--- src/rtl/lsu_pkg.sv ---
// Shared encodings for the load/store unit: access sizes, FSM states and
// the misalignment rule used when LSU_MISALIGN_TRAP_EN is defined.
package lsu_pkg;

  localparam logic [1:0] SZ_BYTE = 2'b00;
  localparam logic [1:0] SZ_HALF = 2'b01;
  localparam logic [1:0] SZ_WORD = 2'b10;

  typedef enum logic [1:0] {
    IDLE  = 2'd0,
    READ  = 2'd1,
    WRITE = 2'd2,
    RESP  = 2'd3
  } lsu_state_e;

  // Size 2'b11 is treated as a word, so any size with bit 1 set is a word.
  function automatic logic is_misaligned(input logic [1:0] size, input logic [1:0] addr_lo);
    logic bad;
    bad = 1'b0;
    if (size[1])
      bad = (addr_lo != 2'b00);
    else if (size == SZ_HALF)
      bad = addr_lo[0];
    return bad;
  endfunction

endpackage

--- src/rtl/lsu_lane_align.sv ---
// Combinational lane steering: extracts and extends load data from a memory
// word and merges sub-word store data into the addressed little-endian lanes.
module lsu_lane_align
  import lsu_pkg::*;
#(
  parameter int DATA_W = 32
) (
  input  logic [1:0]        size,
  input  logic              is_unsigned,
  input  logic [1:0]        addr_lo,
  input  logic [DATA_W-1:0] word_in,
  input  logic [15:0]       store_data,
  output logic [DATA_W-1:0] load_data,
  output logic [DATA_W-1:0] merge_data
);

  logic [7:0]  byte_sel;
  logic [15:0] half_sel;
  logic        sign_bit;

  always_comb begin
    case (addr_lo)
      2'd0:    byte_sel = word_in[7:0];
      2'd1:    byte_sel = word_in[15:8];
      2'd2:    byte_sel = word_in[23:16];
      default: byte_sel = word_in[31:24];
    endcase
    // Half lane follows addr[1] only, so an odd half address is forced down.
    half_sel = addr_lo[1] ? word_in[31:16] : word_in[15:0];

    sign_bit  = 1'b0;
    load_data = word_in;
    if (size == SZ_BYTE) begin
      sign_bit  = byte_sel[7] & ~is_unsigned;
      load_data = {{24{sign_bit}}, byte_sel};
    end else if (size == SZ_HALF) begin
      sign_bit  = half_sel[15] & ~is_unsigned;
      load_data = {{16{sign_bit}}, half_sel};
    end

    merge_data = word_in;
    if (size == SZ_BYTE) begin
      case (addr_lo)
        2'd0:    merge_data[7:0]   = store_data[7:0];
        2'd1:    merge_data[15:8]  = store_data[7:0];
        2'd2:    merge_data[23:16] = store_data[7:0];
        default: merge_data[31:24] = store_data[7:0];
      endcase
    end else if (size == SZ_HALF) begin
      if (addr_lo[1])
        merge_data[31:16] = store_data;
      else
        merge_data[15:0]  = store_data;
    end
  end

endmodule

--- src/rtl/load_store_unit.sv ---
// Single-outstanding load/store unit with read-modify-write sub-word stores.
// Define LSU_MISALIGN_TRAP_EN to trap misaligned half/word accesses instead of forcing alignment.
module load_store_unit
  import lsu_pkg::*;
#(
  parameter int ADDR_W = 32,
  parameter int DATA_W = 32
) (
  input  logic              clk,
  input  logic              rst_n,
  input  logic              req_valid,
  output logic              req_ready,
  input  logic              req_write,
  input  logic [1:0]        req_size,
  input  logic              req_unsigned,
  input  logic [ADDR_W-1:0] req_addr,
  input  logic [DATA_W-1:0] req_wdata,
  output logic              resp_valid,
  output logic [DATA_W-1:0] resp_rdata,
  output logic              resp_err,
  output logic [ADDR_W-1:0] mem_addr,
  output logic [DATA_W-1:0] mem_wdata,
  output logic              mem_read,
  output logic              mem_write,
  input  logic [DATA_W-1:0] mem_rdata
);

  lsu_state_e        state_q, state_d;
  logic              write_q, write_d;
  logic [1:0]        size_q, size_d;
  logic              uns_q, uns_d;
  logic [1:0]        addr_lo_q, addr_lo_d;
  logic [15:0]       wdata_q, wdata_d;
  logic [ADDR_W-1:0] mem_addr_q, mem_addr_d;
  logic [DATA_W-1:0] mem_wdata_q, mem_wdata_d;
  logic [DATA_W-1:0] resp_rdata_q, resp_rdata_d;
  logic              resp_err_q, resp_err_d;

  logic              misalign;
  logic [DATA_W-1:0] load_data;
  logic [DATA_W-1:0] merge_data;

`ifdef LSU_MISALIGN_TRAP_EN
  assign misalign = is_misaligned(req_size, req_addr[1:0]);
`else
  assign misalign = 1'b0;
`endif

  lsu_lane_align #(.DATA_W(DATA_W)) u_align (
    .size        (size_q),
    .is_unsigned (uns_q),
    .addr_lo     (addr_lo_q),
    .word_in     (mem_rdata),
    .store_data  (wdata_q),
    .load_data   (load_data),
    .merge_data  (merge_data)
  );

  always_comb begin
    state_d      = state_q;
    write_d      = write_q;
    size_d       = size_q;
    uns_d        = uns_q;
    addr_lo_d    = addr_lo_q;
    wdata_d      = wdata_q;
    mem_addr_d   = mem_addr_q;
    mem_wdata_d  = mem_wdata_q;
    resp_rdata_d = resp_rdata_q;
    resp_err_d   = resp_err_q;
    case (state_q)
      IDLE: begin
        if (req_valid) begin
          write_d   = req_write;
          size_d    = req_size;
          uns_d     = req_unsigned;
          addr_lo_d = req_addr[1:0];
          wdata_d   = req_wdata[15:0];
          if (misalign) begin
            resp_rdata_d = '0;
            resp_err_d   = 1'b1;
            state_d      = RESP;
          end else begin
            mem_addr_d = {req_addr[ADDR_W-1:2], 2'b00};
            if (req_write && req_size[1]) begin
              mem_wdata_d = req_wdata;
              state_d     = WRITE;
            end else begin
              state_d = READ;
            end
          end
        end
      end
      READ: begin
        if (write_q) begin
          mem_wdata_d = merge_data;
          state_d     = WRITE;
        end else begin
          resp_rdata_d = load_data;
          resp_err_d   = 1'b0;
          state_d      = RESP;
        end
      end
      WRITE: begin
        resp_rdata_d = '0;
        resp_err_d   = 1'b0;
        state_d      = RESP;
      end
      default: begin
        resp_err_d = 1'b0;
        state_d    = IDLE;
      end
    endcase
  end

  // Reset drops to IDLE immediately, so mem_write falls in the same instant.
  always_ff @(posedge clk or negedge rst_n) begin
    if (!rst_n) begin
      state_q      <= IDLE;
      write_q      <= 1'b0;
      size_q       <= SZ_WORD;
      uns_q        <= 1'b0;
      addr_lo_q    <= 2'b00;
      wdata_q      <= '0;
      mem_addr_q   <= '0;
      mem_wdata_q  <= '0;
      resp_rdata_q <= '0;
      resp_err_q   <= 1'b0;
    end else begin
      state_q      <= state_d;
      write_q      <= write_d;
      size_q       <= size_d;
      uns_q        <= uns_d;
      addr_lo_q    <= addr_lo_d;
      wdata_q      <= wdata_d;
      mem_addr_q   <= mem_addr_d;
      mem_wdata_q  <= mem_wdata_d;
      resp_rdata_q <= resp_rdata_d;
      resp_err_q   <= resp_err_d;
    end
  end

  assign req_ready  = (state_q == IDLE);
  assign resp_valid = (state_q == RESP);
  assign mem_read   = (state_q == READ);
  assign mem_write  = (state_q == WRITE);
  assign mem_addr   = mem_addr_q;
  assign mem_wdata  = mem_wdata_q;
  assign resp_rdata = resp_rdata_q;
  assign resp_err   = resp_err_q;

endmodule

--- config.mk ---
export PLATFORM = sky130hd
export DESIGN_NAME = load_store_unit
export DESIGN_NICKNAME = d
export VERILOG_FILES = /design/src/rtl/lsu_pkg.sv /design/src/rtl/lsu_lane_align.sv /design/src/rtl/load_store_unit.sv
export SDC_FILE = /design/constraint.sdc
export NUM_CORES = 1
export LEC_CHECK = 0
export ABC_AREA = 1
export BUFFER_PORTS_ARGS = -buffer_cell sky130_fd_sc_hd__buf_4
export CAP_MARGIN = 15
export CORE_MARGIN = 2
export CORE_UTILIZATION = 53
export CTS_CLUSTER_DIAMETER = 50
export DETAILED_ROUTE_END_ITERATION = 10
export PLACE_DENSITY = 0.77
export SLEW_MARGIN = 20
export SYNTH_ARGS = -nofsm -noshare
export SYNTH_HDL_FRONTEND = slang
export SYNTH_HIERARCHICAL = 1
export SYNTH_SLANG_ARGS = --single-unit
--- constraint.sdc ---
create_clock -name clk -period 2.2 [get_ports clk]
set_clock_uncertainty 0.05 [all_clocks]
set_input_delay 0.11 -clock clk [delete_from_list [all_inputs] [get_ports clk]]
set_output_delay 0.11 -clock clk [all_outputs]
set_load 0.03 [all_outputs]
==> results of run 1 <==
## cells in the final DEF, fill, tap and decap left out, types with 8 or more instances in the layout
cell and n:
dlygate4sd3_1 71, dfrtp_1 117, a21oi_1 32, nand3_1 155
o211ai_1 8, inv_1 125, clkbuf_16 17, buf_4 217
nand2_1 452, o21ai_0 86, o21ai_1 13
## sequential cells by signal, indices dropped and copies added (netlist names)
| signal | count |
|---|---|
| mem_wdata | 32 |
| addr_lo_q | 2 |
| state_q | 2 |
| resp_rdata | 32 |
| write_q | 1 |
| mem_addr | 30 |
| wdata_q | 16 |
| uns_q | 1 |
| size_q | 2 |
## power groups by stage
| stage | logic (mW) | registers, mW | clock network, mW |
|---|---|---|---|
| after floorplan | 4.74 | 5.35 | 0 |
| after global placement | 8.78 | 3.92 | 0 |
| after detailed placement | 8.92 | 3.92 | 0 |
| after CTS | 9.07 | 3.92 | 2.84 |
| after global routing | 10.1 | 4.06 | 2.96 |
| final | 9.16 | 3.95 | 2.82 |
## layer usage
metal | part of all wire | wire, µm | global-route usage
met5 | 0 | 0 | 0
met4 | 0.035 | 822 | 0.159
met3 | 0.077 | 1790 | 0.0714
met2 | 0.47 | 11000 | 0.523
met1 | 0.42 | 9740 | 0.434
## critical path: stages, from the launching register on
cell           delay [ns]
dfrtp_1              0.41
inv_1                0.14
ha_1                 0.24
buf_4                0.35
nand3_1              0.13
dlygate4sd3_1        0.59
nand2_1              0.07
## cell families after synthesis
family                   synth area share
flip-flops                          0.406
AND/OR/NAND/NOR                     0.362
AO/OA/AOI/OAI                      0.0984
buffers and inverters               0.122
other                            0.000516
adder cells (fa/ha/maj)            0.0103
## cell type report
type / count / area (µm²) / share of cell area
diodes: 1 / 2.50 / 0.000247
clock buffers: 22 / 474 / 0.0468
clock inverters: 9 / 125 / 0.0123
inverters: 130 / 488 / 0.0481
multi-input cells: 778 / 3450 / 0.341
flip-flops and latches: 118 / 2950 / 0.291
well taps: 176 / 220 / 0.0217
repair buffers: 292 / 2420 / 0.239
## timing repair
action                                  CTS  global route
gates resized for setup                   0             2
endpoints found under the setup margin    0             3
hold buffers                             71             0
hold endpoints to repair                186             0
## final timing paths
path | slack, ns | endpoint | cells past startpoint
worst max-delay path | 0.14 | mem_addr[8] | 6
worst min-delay path | 0.002 | mem_wdata[30] | 5
worst max register to register | 0.14 | mem_addr[8] | 6
worst min register to register | 0.42 | mem_addr[9] | 2
max in group asynchronous | 1.33 | wdata_q[5] | 3
min in group asynchronous | 0.26 | resp_rdata[31] | 3
==> results.cfg, run 1 <==
[run_status]
status = completed

[worst_hold_path]
hp-class = input pin to flop
hp-start = req_wdata[30]

[drt]
drtIter0Drc = 746
drc = 0
vias = 7988
via_per_inst = 5.23
wl_per_cell_um = 15.3
drt_pass1_iterations = 5
routed_wl_um = 23300
final_antenna_net_count = 0

[cells_and_area]
nFillCells = 1077
finalNonFillerCells = 1526
final_nets = 1446
fin_area_um2 = 10100
drive_gt1_frac = 0.203
syn2layout_area_growth_pct = 39.4
fin_util = 0.762

[job]
maxCapViolCount = 0

[floorplan]
io_pins = 204
start_util = 0.547
rows = 42
dieArea_um2 = 14700
dieWidth_um = 121
core_area_um2 = 13300
dieHeight_um = 121

[sta]
tightest_slew_ns = 0.643
drv_slew = 0
slew_headroom = 0.572
fmax_mhz = 486
layout_setup_ws_ns = 0.142
min_period_ns = 2.06
tns_ns = 0
hold_violations = 0
holdWs_ns = 0.00203
post-route-period-util = 0.936
grt_setup_unrepaired = no
setup_violations = 0

[placement]
dp.final_hpwl_um = 15600
dp_cells = 1423
gp_congestion = 0.977
dp_slack_ns = 0.199
dpl_cell_area_um2 = 8810
portBuffers = 200

[logic_synthesis]
yosys.area.top_type_share = 0.403
async_reset_ff_frac = 1.00
postSynthCellCount = 1094
ys_seq_area_frac = 0.406
synth-edff-count = 0
synth_area_um2 = 7270
synth_top_flop_cell = dfrtp_1
synth_warnings = 6
yosysTopAreaCell = dfrtp_1
yosysMostFrequentCell = nand2_1
synth_cell_type_count = 23
netlist_top_cells_count = nand2_1, nand3_1, inv_1
synth_area_leaders = dfrtp_1, nand2_1, nand3_1
syn-mean-instance-area_um2 = 6.65
synth_seq_cells = 118

[power_and_ir_drop]
seq_power_share = 0.248
ir_worst_vdd_v = 0.00111
power_density_nw_per_um2 = 1570
internal-power_mw = 8.14
p_leak_nw = 5.73
comb_power_share = 0.575
p_switching_mw = 7.79
clkPwrFrac = 0.177
total_power_mw = 15.9
p_sw_frac = 0.489

[clock_tree]
clkTransAtPathRegs_ns = 0.05
cts_tree = built
clk-insertion-delay-late_ns = 0.42
cts_made_buffers = 17
root_buffer = clkbuf_16
post_cts_buffers = 0
cts_max_level = 4
cts_sinks = 118
clk_path_buf_depth = 2

[worst_setup_path]
crit_fanout = 34
required_ns = 2.51
critPathLaunchType = flop
crit_start = state_q[0]
crit_type = flop to flop
crit_path_end_kind = flop
worst_ep_arrival_time_ns = 2.37
worstReg2RegStart = state_q[0]

[grt]
grt_usage = 0.332
grt_max_degree = 119
grt_pass1_wl_um = 38300
first_global_vias = 7736
grt-ovfl-total = 0
antenna_found_initial = 0
Power figures use the tool's default switching activity.
==> inputs of run 2 (changes only) <==
--- a/config.mk
+++ b/config.mk
@@ -5,11 +5,10 @@
 export SDC_FILE = /design/constraint.sdc
 export NUM_CORES = 1
 export LEC_CHECK = 0
-export ABC_AREA = 1
 export BUFFER_PORTS_ARGS = -buffer_cell sky130_fd_sc_hd__buf_4
 export CAP_MARGIN = 15
 export CORE_MARGIN = 2
-export CORE_UTILIZATION = 53
+export CORE_UTILIZATION = 51
 export CTS_CLUSTER_DIAMETER = 50
 export DETAILED_ROUTE_END_ITERATION = 10
 export PLACE_DENSITY = 0.77
==> run 2 against run 1 <==
Sequential share of layout area up 3.7 points; non-clock buffer count down 8; sequential cell count unchanged; setup slack worse by 0.020 ns; core utilization down 0.40 points; die area down 12%; sequential power up 5.8%; hold slack better by 0.0088 ns; wire length down 18%.
==> results.cfg, run 2 <==
[run_status]
status = completed

[power_and_ir_drop]
clkPwrFrac = 0.177
p_sw_frac = 0.417
seq_power_share = 0.270
internal-power_mw = 9.05
p_switching_mw = 6.47
p_leak_nw = 4.33
comb_power_share = 0.553
ir_worst_vdd_v = 0.00115
power_density_nw_per_um2 = 1730
total_power_mw = 15.5

[floorplan]
start_util = 0.516
rows = 40
dieWidth_um = 114
core_area_um2 = 11900
dieArea_um2 = 12900
dieHeight_um = 114
io_pins = 204

[clock_tree]
clk-insertion-delay-late_ns = 0.42
cts_max_level = 4
clk_path_buf_depth = 2
cts_sinks = 118
clkTransAtPathRegs_ns = 0.05
post_cts_buffers = 0
root_buffer = clkbuf_16
cts_made_buffers = 17
cts_tree = built

[worst_hold_path]
hp-class = input pin to flop

[placement]
dp.final_hpwl_um = 13400
dp_cells = 814
portBuffers = 200
dpl_cell_area_um2 = 7830
dp_slack_ns = 0.132
gp_congestion = 0.948

[sta]
min_period_ns = 2.08
tns_ns = 0
fmax_mhz = 481
layout_setup_ws_ns = 0.122
slew_headroom = 0.645
hold_violations = 0
post-route-period-util = 0.945
grt_setup_unrepaired = no
drv_slew = 0
setup_violations = 0
holdWs_ns = 0.0109
tightest_slew_ns = 0.530

[worst_setup_path]
crit_fanout = 5
worst_ep_arrival_time_ns = 2.33
critPathLaunchType = flop
crit_type = flop to flop
required_ns = 2.45
crit_path_end_kind = flop

[logic_synthesis]
yosysMostFrequentCell = mux2_2
synth_area_leaders = dfrtp_1, mux2_2, a22o_1
yosys.area.top_type_share = 0.479
postSynthCellCount = 476
synth-edff-count = 0
synth_cell_type_count = 48
synth_area_um2 = 6120
syn-mean-instance-area_um2 = 12.9
synth_warnings = 6
netlist_top_cells_count = mux2_2, dfrtp_1, a22o_1
yosysTopAreaCell = dfrtp_1
async_reset_ff_frac = 1.00
synth_seq_cells = 118
ys_seq_area_frac = 0.483
synth_top_flop_cell = dfrtp_1

[grt]
antenna_found_initial = 0
grt_usage = 0.305
grt_max_degree = 48
grt-ovfl-total = 0
grt_pass1_wl_um = 29700
first_global_vias = 5486

[cells_and_area]
seq_area_um2 = 2950
syn2layout_area_growth_pct = 47.0
multi_input_area_um2 = 2940
final_cell_mix = buf_4, mux2_2, dfrtp_1
final_common_cell = buf_4
nFillCells = 745
antennaDiodeCount = 0
fin_util = 0.758
finalNonFillerCells = 903
fin_area_um2 = 8990
final_nets = 853
drive_gt1_frac = 0.534

[drt]
via_per_inst = 5.85
drt_pass1_iterations = 5
vias = 5279
wl_per_cell_um = 21.2
routed_wl_um = 19100
final_antenna_net_count = 0
drc = 0
drtIter0Drc = 403

[job]
maxCapViolCount = 0
[run 2: cell count changes after synthesis, sizes merged, moves of 15 or more]
cell,change
nand2,-423
nand3,-159
mux2,+133
inv,-125
o21ai,-94
a22o,+47
a21oi,-32
buf,-30
a221o,+15
[run 2: critical path, cell delays in order, from the launching register on]
cell and delay (ns):
dfrtp_1 0.46, nor2b_2 0.10, or3_1 0.33, buf_4 0.18, mux2_4 0.30, mux2_2 0.27
mux2_2 0.26
[run 2: area by class of cell]
cell class / instances / area share
sequential: 118 / 0.328
clock inverter: 10 / 0.0145
clock buffer: 21 / 0.0501
timing repair buffer: 284 / 0.257
tap: 147 / 0.0204
multi-input combinational: 318 / 0.327
inverter: 5 / 0.00209
[run 2: power groups by stage]
stage	clock, mW	combinational (mW)	sequential (mW)
2_1_floorplan	0	4.11	5.63
3_3_place_gp	0	8.19	4.10
3_5_place_dp	0	8.40	4.16
4_1_cts	2.78	8.51	4.15
5_1_grt	2.89	9.09	4.31
6_report	2.75	8.59	4.18
[run 2: path summary, 6_finish.rpt]
| kind | start | to | slack (ns) | cells past startpoint |
|---|---|---|---|---|
| max | size_q[0] | mem_wdata[5] | 0.12 | 6 |
| min | req_wdata[29] | mem_wdata[29] | 0.01 | 3 |
| max reg2reg | size_q[0] | mem_wdata[5] | 0.12 | 6 |
| min reg2reg | resp_rdata[25] | resp_rdata[25] | 0.46 | 1 |
| max in group asynchronous | rst_n | size_q[1] | 1.23 | 3 |
| min in group asynchronous | rst_n | wdata_q[4] | 0.17 | 2 |
[run 2: logic make-up after synthesis]
kind of cell / Yosys count / share of synthesized area
adder cells (fa/ha/maj): 6 / 0.0123
flip-flops: 118 / 0.483
other: 1 / 0.000613
buffers and inverters: 42 / 0.0399
multiplexers: 141 / 0.265
AO/OA/AOI/OAI: 96 / 0.135
AND/OR/NAND/NOR: 72 / 0.0644
[run 2: repair_timing]
| action | in CTS | in global routing |
|---|---|---|
| hold endpoints to repair | 94 | 0 |
| resized for setup | 0 | 1 |
| hold buffers | 58 | 0 |
| setup endpoints to repair | 0 | 11 |
[run 2: routing by layer]
layer  wire length, µm  vias to the layer above  track usage
met1              7510                     2609        0.373
li1                  -                     2323            -
met5                 0                        -            0
met4               562                        0        0.129
met3              1780                       44       0.0956
met2              9270                      303        0.501
